[src/rtl/skip_seq_counter_if.sv]
// Control and status bundle for skip_seq_counter.
// The master drives the controls; the slave returns the count and wrap pulse.
interface skip_seq_counter_if #(
  parameter int WIDTH = 3
) ();
  logic             en;
  logic             up;
  logic             load;
  logic [WIDTH-1:0] din;
  logic [WIDTH-1:0] q;
  logic             tc;

  modport master (
    output en, up, load, din,
    input  q, tc
  );

  modport slave (
    input  en, up, load, din,
    output q, tc
  );
endinterface

[src/rtl/skip_seq_counter.sv]
// Up/down counter that never shows codes whose low SKIP_W bits are all ones.
// Supports load with illegal-code correction and a registered wrap pulse.
module skip_seq_counter #(
  parameter int WIDTH  = 3,
  parameter int SKIP_W = 2
) (
  input logic              clk,
  input logic              clear,
  skip_seq_counter_if.slave bus
);

  localparam logic [WIDTH-1:0] ONES = '1;
  localparam logic [WIDTH-1:0] MASK =
    (SKIP_W == 0) ? '0 : (ONES >> (WIDTH - SKIP_W));
  localparam logic [WIDTH-1:0] MAX =
    (SKIP_W == 0) ? ONES : (ONES - WIDTH'(1));

  logic [WIDTH-1:0] q_q, q_d;
  logic             tc_q, tc_d;
  logic [WIDTH-1:0] inc, dec, ld;

  function automatic logic illegal(input logic [WIDTH-1:0] v);
    return (SKIP_W != 0) && ((v & MASK) == MASK);
  endfunction

  // Next count: load beats count; a step landing on a skipped code
  // moves one further, and wrapping at the ends raises tc.
  always_comb begin
    inc  = q_q + WIDTH'(1);
    dec  = q_q - WIDTH'(1);
    ld   = bus.din;
    if (illegal(bus.din)) ld[0] = 1'b0;
    q_d  = q_q;
    tc_d = 1'b0;
    if (bus.load) begin
      q_d = ld;
    end else if (bus.en) begin
      if (bus.up) begin
        if (q_q == MAX) begin
          q_d  = '0;
          tc_d = 1'b1;
        end else begin
          q_d = illegal(inc) ? inc + WIDTH'(1) : inc;
        end
      end else begin
        if (q_q == '0) begin
          q_d  = MAX;
          tc_d = 1'b1;
        end else begin
          q_d = illegal(dec) ? dec - WIDTH'(1) : dec;
        end
      end
    end
  end

  // State registers; clear wins over everything else.
  always_ff @(posedge clk) begin
    if (clear) begin
      q_q  <= '0;
      tc_q <= 1'b0;
    end else begin
      q_q  <= q_d;
      tc_q <= tc_d;
    end
  end

  assign bus.q  = q_q;
  assign bus.tc = tc_q;

endmodule
[src/flat_wrapper.sv]
// flat-port wrapper written by rule: the top's interface ports become plain ports
module skip_seq_counter_flat 
#(
  parameter int WIDTH  = 3,
  parameter int SKIP_W = 2
)
  (clk, clear, bus_en, bus_up, bus_load, bus_din, bus_q, bus_tc);
  skip_seq_counter_if #(.WIDTH(WIDTH)) bus_i ();
  input logic clk;
  input logic clear;
  input wire logic [$bits(bus_i.en)-1:0] bus_en;
  input wire logic [$bits(bus_i.up)-1:0] bus_up;
  input wire logic [$bits(bus_i.load)-1:0] bus_load;
  input wire logic [$bits(bus_i.din)-1:0] bus_din;
  output wire logic [$bits(bus_i.q)-1:0] bus_q;
  output wire logic [$bits(bus_i.tc)-1:0] bus_tc;
  assign bus_i.en = bus_en;
  assign bus_i.up = bus_up;
  assign bus_i.load = bus_load;
  assign bus_i.din = bus_din;
  assign bus_q = bus_i.q;
  assign bus_tc = bus_i.tc;
  skip_seq_counter #(.WIDTH(WIDTH), .SKIP_W(SKIP_W)) u_core (.clk(clk), .clear(clear), .bus(bus_i));
endmodule
[config.mk]
export PLATFORM = sky130hd
export DESIGN_NAME = skip_seq_counter_flat
export DESIGN_NICKNAME = d
export VERILOG_FILES = /design/src/rtl/skip_seq_counter_if.sv /design/src/rtl/skip_seq_counter.sv /design/src/flat_wrapper.sv
export SDC_FILE = /design/constraint.sdc
export NUM_CORES = 1
export LEC_CHECK = 0
export ABC_CLOCK_PERIOD_IN_PS = 3000
export BUFFER_PORTS_ARGS = -buffer_cell sky130_fd_sc_hd__buf_2
export CAP_MARGIN = 20
export CORE_AREA = 2 2 39 41
export DETAILED_ROUTE_END_ITERATION = 10
export DIE_AREA = 0 0 41 43
export PLACE_DENSITY = 0.57
export SLEW_MARGIN = 10
export SYNTH_ARGS = -nofsm -noshare
export SYNTH_HDL_FRONTEND = slang
export SYNTH_SLANG_ARGS = --single-unit
export TNS_END_PERCENT = 20
[constraint.sdc]
create_clock -name clk -period 3 [get_ports clk]
set_input_delay 0.15 -clock clk [delete_from_list [all_inputs] [get_ports clk]]
set_output_delay 0.15 -clock clk [all_outputs]
set_load 0.02 [all_outputs]
Word level (Yosys, flattened, before mapping)
Cells that the tools add are included.
{"block": "word_totals", "regBits": 4, "input_bits": 8, "output_inout_bits": 4, "elab_cells": 25}
{"block": "op_classes", "n_addsub": 4, "n_eq_ne": 4, "mux": 11, "n_bitwise": 1, "reduce_logical": 3}
{"op": "$mux W3", "n": 7}
{"op": "$add A3 B1 Y3 const B", "n": 2}
{"op": "$eq A2 B2 Y1 const B", "n": 3}
{"op": "$sub A3 B1 Y3 const B", "n": 2}
{"op": "$mux W1", "n": 4}
{"op": "$eq A3 B3 Y1 const B", "n": 1}
{"op": "$logic_not A3 Y1", "n": 1}
{"op": "$reduce_or A3 Y1", "n": 1}
{"op": "$reduce_bool A2 Y1", "n": 1}
{"op": "$not A1 Y1", "n": 1}

Depth between registers and ports, before layout
Gate-level depths: netlist of the first run.
{"block": "depth", "word_depth": 7, "mapped_depth": 6, "ltp_nobuf": 6}

Least setup slack after synthesis of the first run
No wires, ideal clock.
{"block": "synth_path", "path_type": "register to register", "from": "register u_core.q_q[1], in the netlist u_core.bus.q[1]", "to": "register u_core.q_q[0], in the netlist u_core.bus.q[0]", "setup_time_ns": 0.122, "t_arrival_ns": 1.352, "required_ns": 2.878, "setup_slack_ns": 1.526, "stages_incl_launch_ff": 5, "path_buffers": 0, "period_less_slack_ns": 1.474, "path_cell_list": "dfxtp_1 > ha_1 > nand2_2 > and4_4 > o311a_1"}
{"block": "synth_via", "elab_chain_len": 7, "word_cells_on_any_way": 13, "cone_classes": "2 x add/sub; 3 x eq/ne; 7 x mux; 1 x reduce/logical"}
{"item": "start: declaration", "line": "skip_seq_counter.sv:18", "text": "logic [WIDTH-1:0] q_q, q_d;"}
{"item": "start signal: assignment", "line": "skip_seq_counter.sv:62", "text": "q_q <= q_d;"}
{"item": "$sub A3 B1 Y3 / $add A3 B1 Y3 (equally long branches)", "line": "skip_seq_counter.sv:30, skip_seq_counter.sv:29"}
{"item": "$eq A2 B2 Y1", "line": "skip_seq_counter.sv:23", "text": "return (SKIP_W != 0) && ((v & MASK) == MASK);"}
{"item": "$mux W3, on equally long branches", "line": "skip_seq_counter.sv:50, skip_seq_counter.sv:43"}
{"item": "$mux W3, on equally long branches", "line": "skip_seq_counter.sv:46, skip_seq_counter.sv:39"}
{"item": "$mux W3 *", "line": "skip_seq_counter.sv:38", "text": "if (bus.up) begin"}
{"item": "$mux W3 *", "line": "skip_seq_counter.sv:37", "text": "end else if (bus.en) begin"}
{"item": "$mux W3 *", "line": "skip_seq_counter.sv:35", "text": "if (bus.load) begin"}
Every way passes the cells marked *; elsewhere a longest branch is shown, timed or not. The select of a mux whose other input is x is not followed.
A chain may end at the register's enable or synchronous reset.

Final worst setup path of the first run
{"block": "layout_path", "from": "register u_core.q_q[0], in the netlist u_core.bus.q[0]", "to": "register u_core.q_q[0], in the netlist u_core.bus.q[0]"}
{"block": "layout_via", "elab_chain_len": 7, "word_cells_on_any_way": 15, "cone_classes": "4 x add/sub; 3 x eq/ne; 7 x mux; 1 x reduce/logical"}
{"item": "$sub A3 B1 Y3 / $add A3 B1 Y3 (equally long branches)", "line": "skip_seq_counter.sv:30, skip_seq_counter.sv:29"}
{"item": "$sub A3 B1 Y3, or another cell as far along", "line": "skip_seq_counter.sv:50", "text": "q_d = illegal(dec) ? dec - WIDTH'(1) : dec;"}
{"item": "$mux W3, on equally long branches", "line": "skip_seq_counter.sv:50, skip_seq_counter.sv:43"}
{"item": "$mux W3, on equally long branches", "line": "skip_seq_counter.sv:46, skip_seq_counter.sv:39"}
{"item": "$mux W3 *", "line": "skip_seq_counter.sv:38"}
{"item": "$mux W3 *", "line": "skip_seq_counter.sv:37"}
{"item": "$mux W3 *", "line": "skip_seq_counter.sv:35"}
Marked as above.

==> metrics.txt, run 1 <==
outcome completed; sequential area share after synthesis 20.8%; crit-path cells inv_1 > ha_1 > nand2_2 > and4_4 > o311a_1; Tot Pwr 0.192 mW; Worst EP required 3120 ps; Leak Pwr 0.228 nW; Design Area, Final 478 um^2; DR vias/cell 5.09; Fin. Hold Viols 0; clk slew on worst S/H paths 30 ps; RSZ-0062 raised after global routing no; Syn. warnings 0; Worst Hold Margin 120 ps; Final ANT Viol Nets 0; starting density of the core 27.8%; PnR worst setup slack 1540 ps; htree depth 1; Power Dens Cells 403 nW/um^2; Final Util 34.5%; vias in the first global route 324; Total GRT Usage 11.5%; Met1 Wirelength 454 um; Post-synth ARST share 0%; WL per Instance 11.7 um; Iteration-0 DRC Markers 5; Relative slew margins 80.4%; first-pass GRT wire length 1350 um; crit path DAT 1580 ps; # DRC 0; clock power share 34.6%; Int Power 0.128 mW; pin count of the biggest net entering global routing 12; CTS tree yes; First-pass DRT Iterations 4; Net Count, Synth 63; Post-synth EDFFs 0; routed via count 397; syn_area_per_cell 7.86 um^2; CTS Sinks 4; IO Pins 12; Post-CTS Setup Bufs 0; worst reg-to-reg path cell count 5; DP Area 455 um^2; total wire length 912 um; routability congestion estimate 0.832; critical path class flip-flop to flip-flop; sequential power share 33.1%; GRT overflow 0; Final Critical Period 1460 ps; Highest Signal Layer met4; share of layout cells above drive strength 1 25.8%; setup_tns 0 ps; FF/Latch Area 80.1 um^2; placed wire-length estimate 681 um; Die X 41 um; Slowest-stage cell, CP o311a_1; ANT cells 0; Min-Delay Path Class input pin to flip-flop; nets@finish 78; DP Worst Slack 1570 ps; critical path peak fanout 5; routed wl met3 38 um; Peak VDD IR 0.248 mV; synthesized flop and latch total 4; antenna violations before repair 0; Comb pwr share 32.3%; most frequent cells in the layout 11 x buf_2, 6 x ha_1, 5 x inv_1; # port buffers 11; TritonCTS buffer count 3; fin crit share 48.6%; hold buffers post-CTS 0; Area growth syn-to-layout 24.0%; Netlist cell types 25; Die Y 43 um; worst skew pair latency 240 ps; Max Clock Freq 686 MHz; Final setup viols 0; Post-synth top flop dfxtp_1; PostCTS Resize Cnt 0; met2 WL 415 um; DP Cell Count 75; most common cell after layout, fill and taps aside buf_2; max cap viols 0; Multi-input gate area 282 um^2; Setup crit start kind flip-flop; Final Skew 1.12 ps; Syn Inst Count 49; WHS Path Cells 2; root buffer cell clkbuf_4; Slew Limit Fails 0; Psw 0.0643 mW; FP Rows 14; Critical Path End Type flip-flop; Die ar. 1760 um^2; switch share 33.4%; Synth Cell Area 385 um^2; Core Region 1380 um^2; worst-margin pin slew 294 ps; non-filler instance count after layout 78; fillers 167; Slowest Stage Delay on Critical Path 340 ps; Clock Tree Buf Depth 2
power by group through the flow:
stage	sequential [mW]	combinational (mW)	clock (mW)
after floorplan	0.0685	0.0385	0
after global placement	0.0643	0.0618	0
after detailed placement	0.0646	0.0616	0
after CTS	0.0637	0.0621	0.0682
after global routing	0.0648	0.0688	0.0734
final	0.0638	0.0621	0.0665
cell families (layout without fill, tap and decap cells):
family | count (synthesis) | after routing | share of synthesized area [%]
flops | 4 | 4 | 20.8
simple gates | 17 | 17 | 26.6
fa+ha+maj | 6 | 6 | 19.5
buf+inv | 6 | 19 | 6.17
compound gates | 15 | 15 | 24.7
xor+xnor | 1 | 1 | 2.27
final timing paths:
check | endpoint | slack [ps] | start
min | u_core.bus.q[1] | 120 | clear
min reg2reg | u_core.bus.q[2] | 600 | u_core.bus.q[2]
max | u_core.bus.q[0] | 1540 | u_core.bus.q[0]
max reg2reg | u_core.bus.q[0] | 1540 | u_core.bus.q[0]
critical path: cells and delay by family, from the launching register on:
family / cells / cell delay (ps)
DFF: 1 / 330
buffers and inverters: 1 / 150
adders and majority gates: 1 / 230
AOI/OAI and AO/OA: 1 / 340
and+or+nand+nor: 2 / 290
cell type report:
class                      instances  share of cell area (%)
clock buffer                       3                    4.71
timing repair buffer              11                    11.5
tap                               16                    4.19
multi-input combinational         39                    58.9
inverter                           5                    3.93
sequential                         4                    16.8
state kept, by name, indices dropped and copies added (netlist names):
register / cells
u_core.bus.q: 3
u_core.bus.tc: 1
metal layers:
layer,global-route usage (%),vias up
li1,-,211
met5,0,-
met2,16.3,6
met4,4.00,0
met1,14.3,178
met3,6.28,2
cells in the mapped netlist (all sizes together) (2+ instances only):
master / instances / share of area [%]
a21oi: 3 / 3.9
a31oi: 2 / 3.2
dfxtp: 4 / 21
ha: 6 / 19
inv: 5 / 4.9
nand2: 3 / 3.6
nand2b: 2 / 3.2
nand3: 2 / 2.6
nand3b: 2 / 3.9
nand4: 2 / 3.2
nor3: 2 / 2.6
o21ai: 4 / 5.2
No activity file was read; power rests on OpenSTA's default activity.
==> run 2: changes to the inputs <==
--- a/config.mk
+++ b/config.mk
@@ -5,7 +5,7 @@
 export SDC_FILE = /design/constraint.sdc
 export NUM_CORES = 1
 export LEC_CHECK = 0
-export ABC_CLOCK_PERIOD_IN_PS = 3000
+export ABC_CLOCK_PERIOD_IN_PS = 1500
 export BUFFER_PORTS_ARGS = -buffer_cell sky130_fd_sc_hd__buf_2
 export CAP_MARGIN = 20
 export CORE_AREA = 2 2 39 41
==> constraint.sdc (replaced) <==
create_clock -name clk -period 1.5 [get_ports clk]
set_input_delay 0.075 -clock clk [delete_from_list [all_inputs] [get_ports clk]]
set_output_delay 0.075 -clock clk [all_outputs]
set_load 0.02 [all_outputs]
==> run 2 against run 1 <==
Net effect:
- sequential power grew 97%
- clock-buffer cell count is the same
- die area is the same
- sequential share of layout area shrank 0.34 points
- largest power group unchanged
==> metrics.txt, run 2 (synthesized netlist as in run 1, its figures left out) <==
htree depth 1 (unchanged); PostCTS Resize Cnt 0 (unchanged); most common cell after layout, fill and taps aside buf_2; root buffer cell clkbuf_4; Iteration-0 DRC Markers 20 (+15); Die X 41 um (unchanged); Worst Hold Margin 43.3 ps (-76.7 ps); Critical Path End Type flip-flop; ANT cells 0 (unchanged); Area growth syn-to-layout 26.6%; share of layout cells above drive strength 1 30.2% (+4.4 points); nets@finish 79 (+1.3%); Tot Pwr 0.390 mW (+100%); placed wire-length estimate 686 um (+0.76%); starting density of the core 27.8% (unchanged); FP Rows 14 (unchanged); Setup crit start kind flip-flop; DP Area 463 um^2 (+1.6%); Clock Tree Buf Depth 2 (unchanged); critical path class flip-flop to flip-flop; Post-CTS Setup Bufs 0 (unchanged); Final Skew 0.486 ps (-0.631 ps); Total GRT Usage 10.9% (-0.59 points); Leak Pwr 0.232 nW (+1.7%); routability congestion estimate 0.814 (-2.1%); Max Clock Freq 716 MHz (+4.3%); Comb pwr share 33.3% (+1.0 points); First-pass DRT Iterations 4 (unchanged); outcome completed; switch share 33.2% (-0.20 points); CTS tree yes; Final setup viols 0 (unchanged); worst skew pair latency 240 ps (about the same); CTS Sinks 4 (unchanged); vias in the first global route 325 (+0.31%); hold buffers post-CTS 0 (unchanged); crit path DAT 1510 ps (-70 ps); pin count of the biggest net entering global routing 12 (unchanged); RSZ-0062 raised after global routing no; worst-margin pin slew 278 ps (-16.0 ps); DR vias/cell 5.24 (+3.0%); GRT overflow 0 (unchanged); Fin. Hold Viols 0 (unchanged); Die ar. 1760 um^2 (unchanged); max cap viols 0 (unchanged); routed via count 414 (+4.3%); Slew Limit Fails 0 (unchanged); Die Y 43 um (unchanged); critical path peak fanout 5 (unchanged); IO Pins 12 (unchanged); Final ANT Viol Nets 0 (unchanged); Peak VDD IR 0.394 mV (+59%); # DRC 0 (unchanged); TritonCTS buffer count 3 (unchanged); first-pass GRT wire length 1300 um (-3.6%); Power Dens Cells 799 nW/um^2 (+99%); most frequent cells in the layout 11 x buf_2, 5 x ha_1, 4 x inv_1, 4 x o21ai_0, 4 x dfxtp_1; fin crit share 93.1% (+45 points); antenna violations before repair 0 (unchanged); DP Cell Count 76 (+1.3%); Relative slew margins 81.5% (+1.1 points); Min-Delay Path Class input pin to flip-flop; Final Critical Period 1400 ps (-60.5 ps); Design Area, Final 488 um^2 (+2.1%); non-filler instance count after layout 79 (+1.3%); Core Region 1380 um^2 (unchanged); total wire length 887 um (-2.7%); clk slew on worst S/H paths 40 ps (about the same); setup_tns 0 ps (unchanged); sequential power share 32.4% (-0.7 points); Psw 0.130 mW (+100%); Worst EP required 1620 ps (-1500 ps); # port buffers 11 (unchanged); Int Power 0.261 mW (+100%); WL per Instance 11.2 um (-4.0%); max reg flops 3 (unchanged); clock power share 34.3% (-0.3 points)
## run 2: critical path, stage by stage, from the launching register on
cell	delay, ps
dfxtp_1	330
inv_2	100
ha_1	210
nand2_2	80
and4_4	210
o311a_1	340
## run 2: layer usage
layer,GRT usage (%),vias up,share of wire [%]
met4,2.00,0,0.68
li1,-,210,-
met5,0,-,0
met2,15.6,15,49
met3,6.28,2,6.3
met1,14.1,187,44
## run 2: path summary, 6_finish.rpt
check                           cells after the start         endpoint  slack, ps       startpoint
worst max-delay path                                5  u_core.bus.q[0]        100  u_core.bus.q[0]
worst min register to register                      2  u_core.bus.q[2]        590  u_core.bus.q[2]
worst max register to register                      5  u_core.bus.q[0]        100  u_core.bus.q[0]
worst min-delay path                                2    u_core.bus.tc         40            clear
## run 2: power by group through the flow
stage          logic [mW]  clock network, mW  registers (mW)
6_report            0.130              0.134           0.126
5_1_grt             0.145              0.145           0.128
4_1_cts             0.129              0.138           0.126
3_5_place_dp        0.128                  0           0.128
3_3_place_gp        0.128                  0           0.127
2_1_floorplan      0.0770                  0           0.137
## run 2: cell type report
cell class | instances | area, um^2
inverters | 5 | 18.8
clock buffers | 3 | 22.5
fillers | 150 | 896
flip-flops and latches | 4 | 80.1
multi-input cells | 39 | 284
repair buffers | 12 | 62.6
well taps | 16 | 20.0
## run 2: through the flow
stage	worst slack, ps	util, %
2_1_floorplan	26.4	-
3_3_place_gp	83.7	33.5
3_5_place_dp	61.7	33.5
4_1_cts	53.2	35.1
5_1_grt	14.8	35.3
6_report	103	35.3
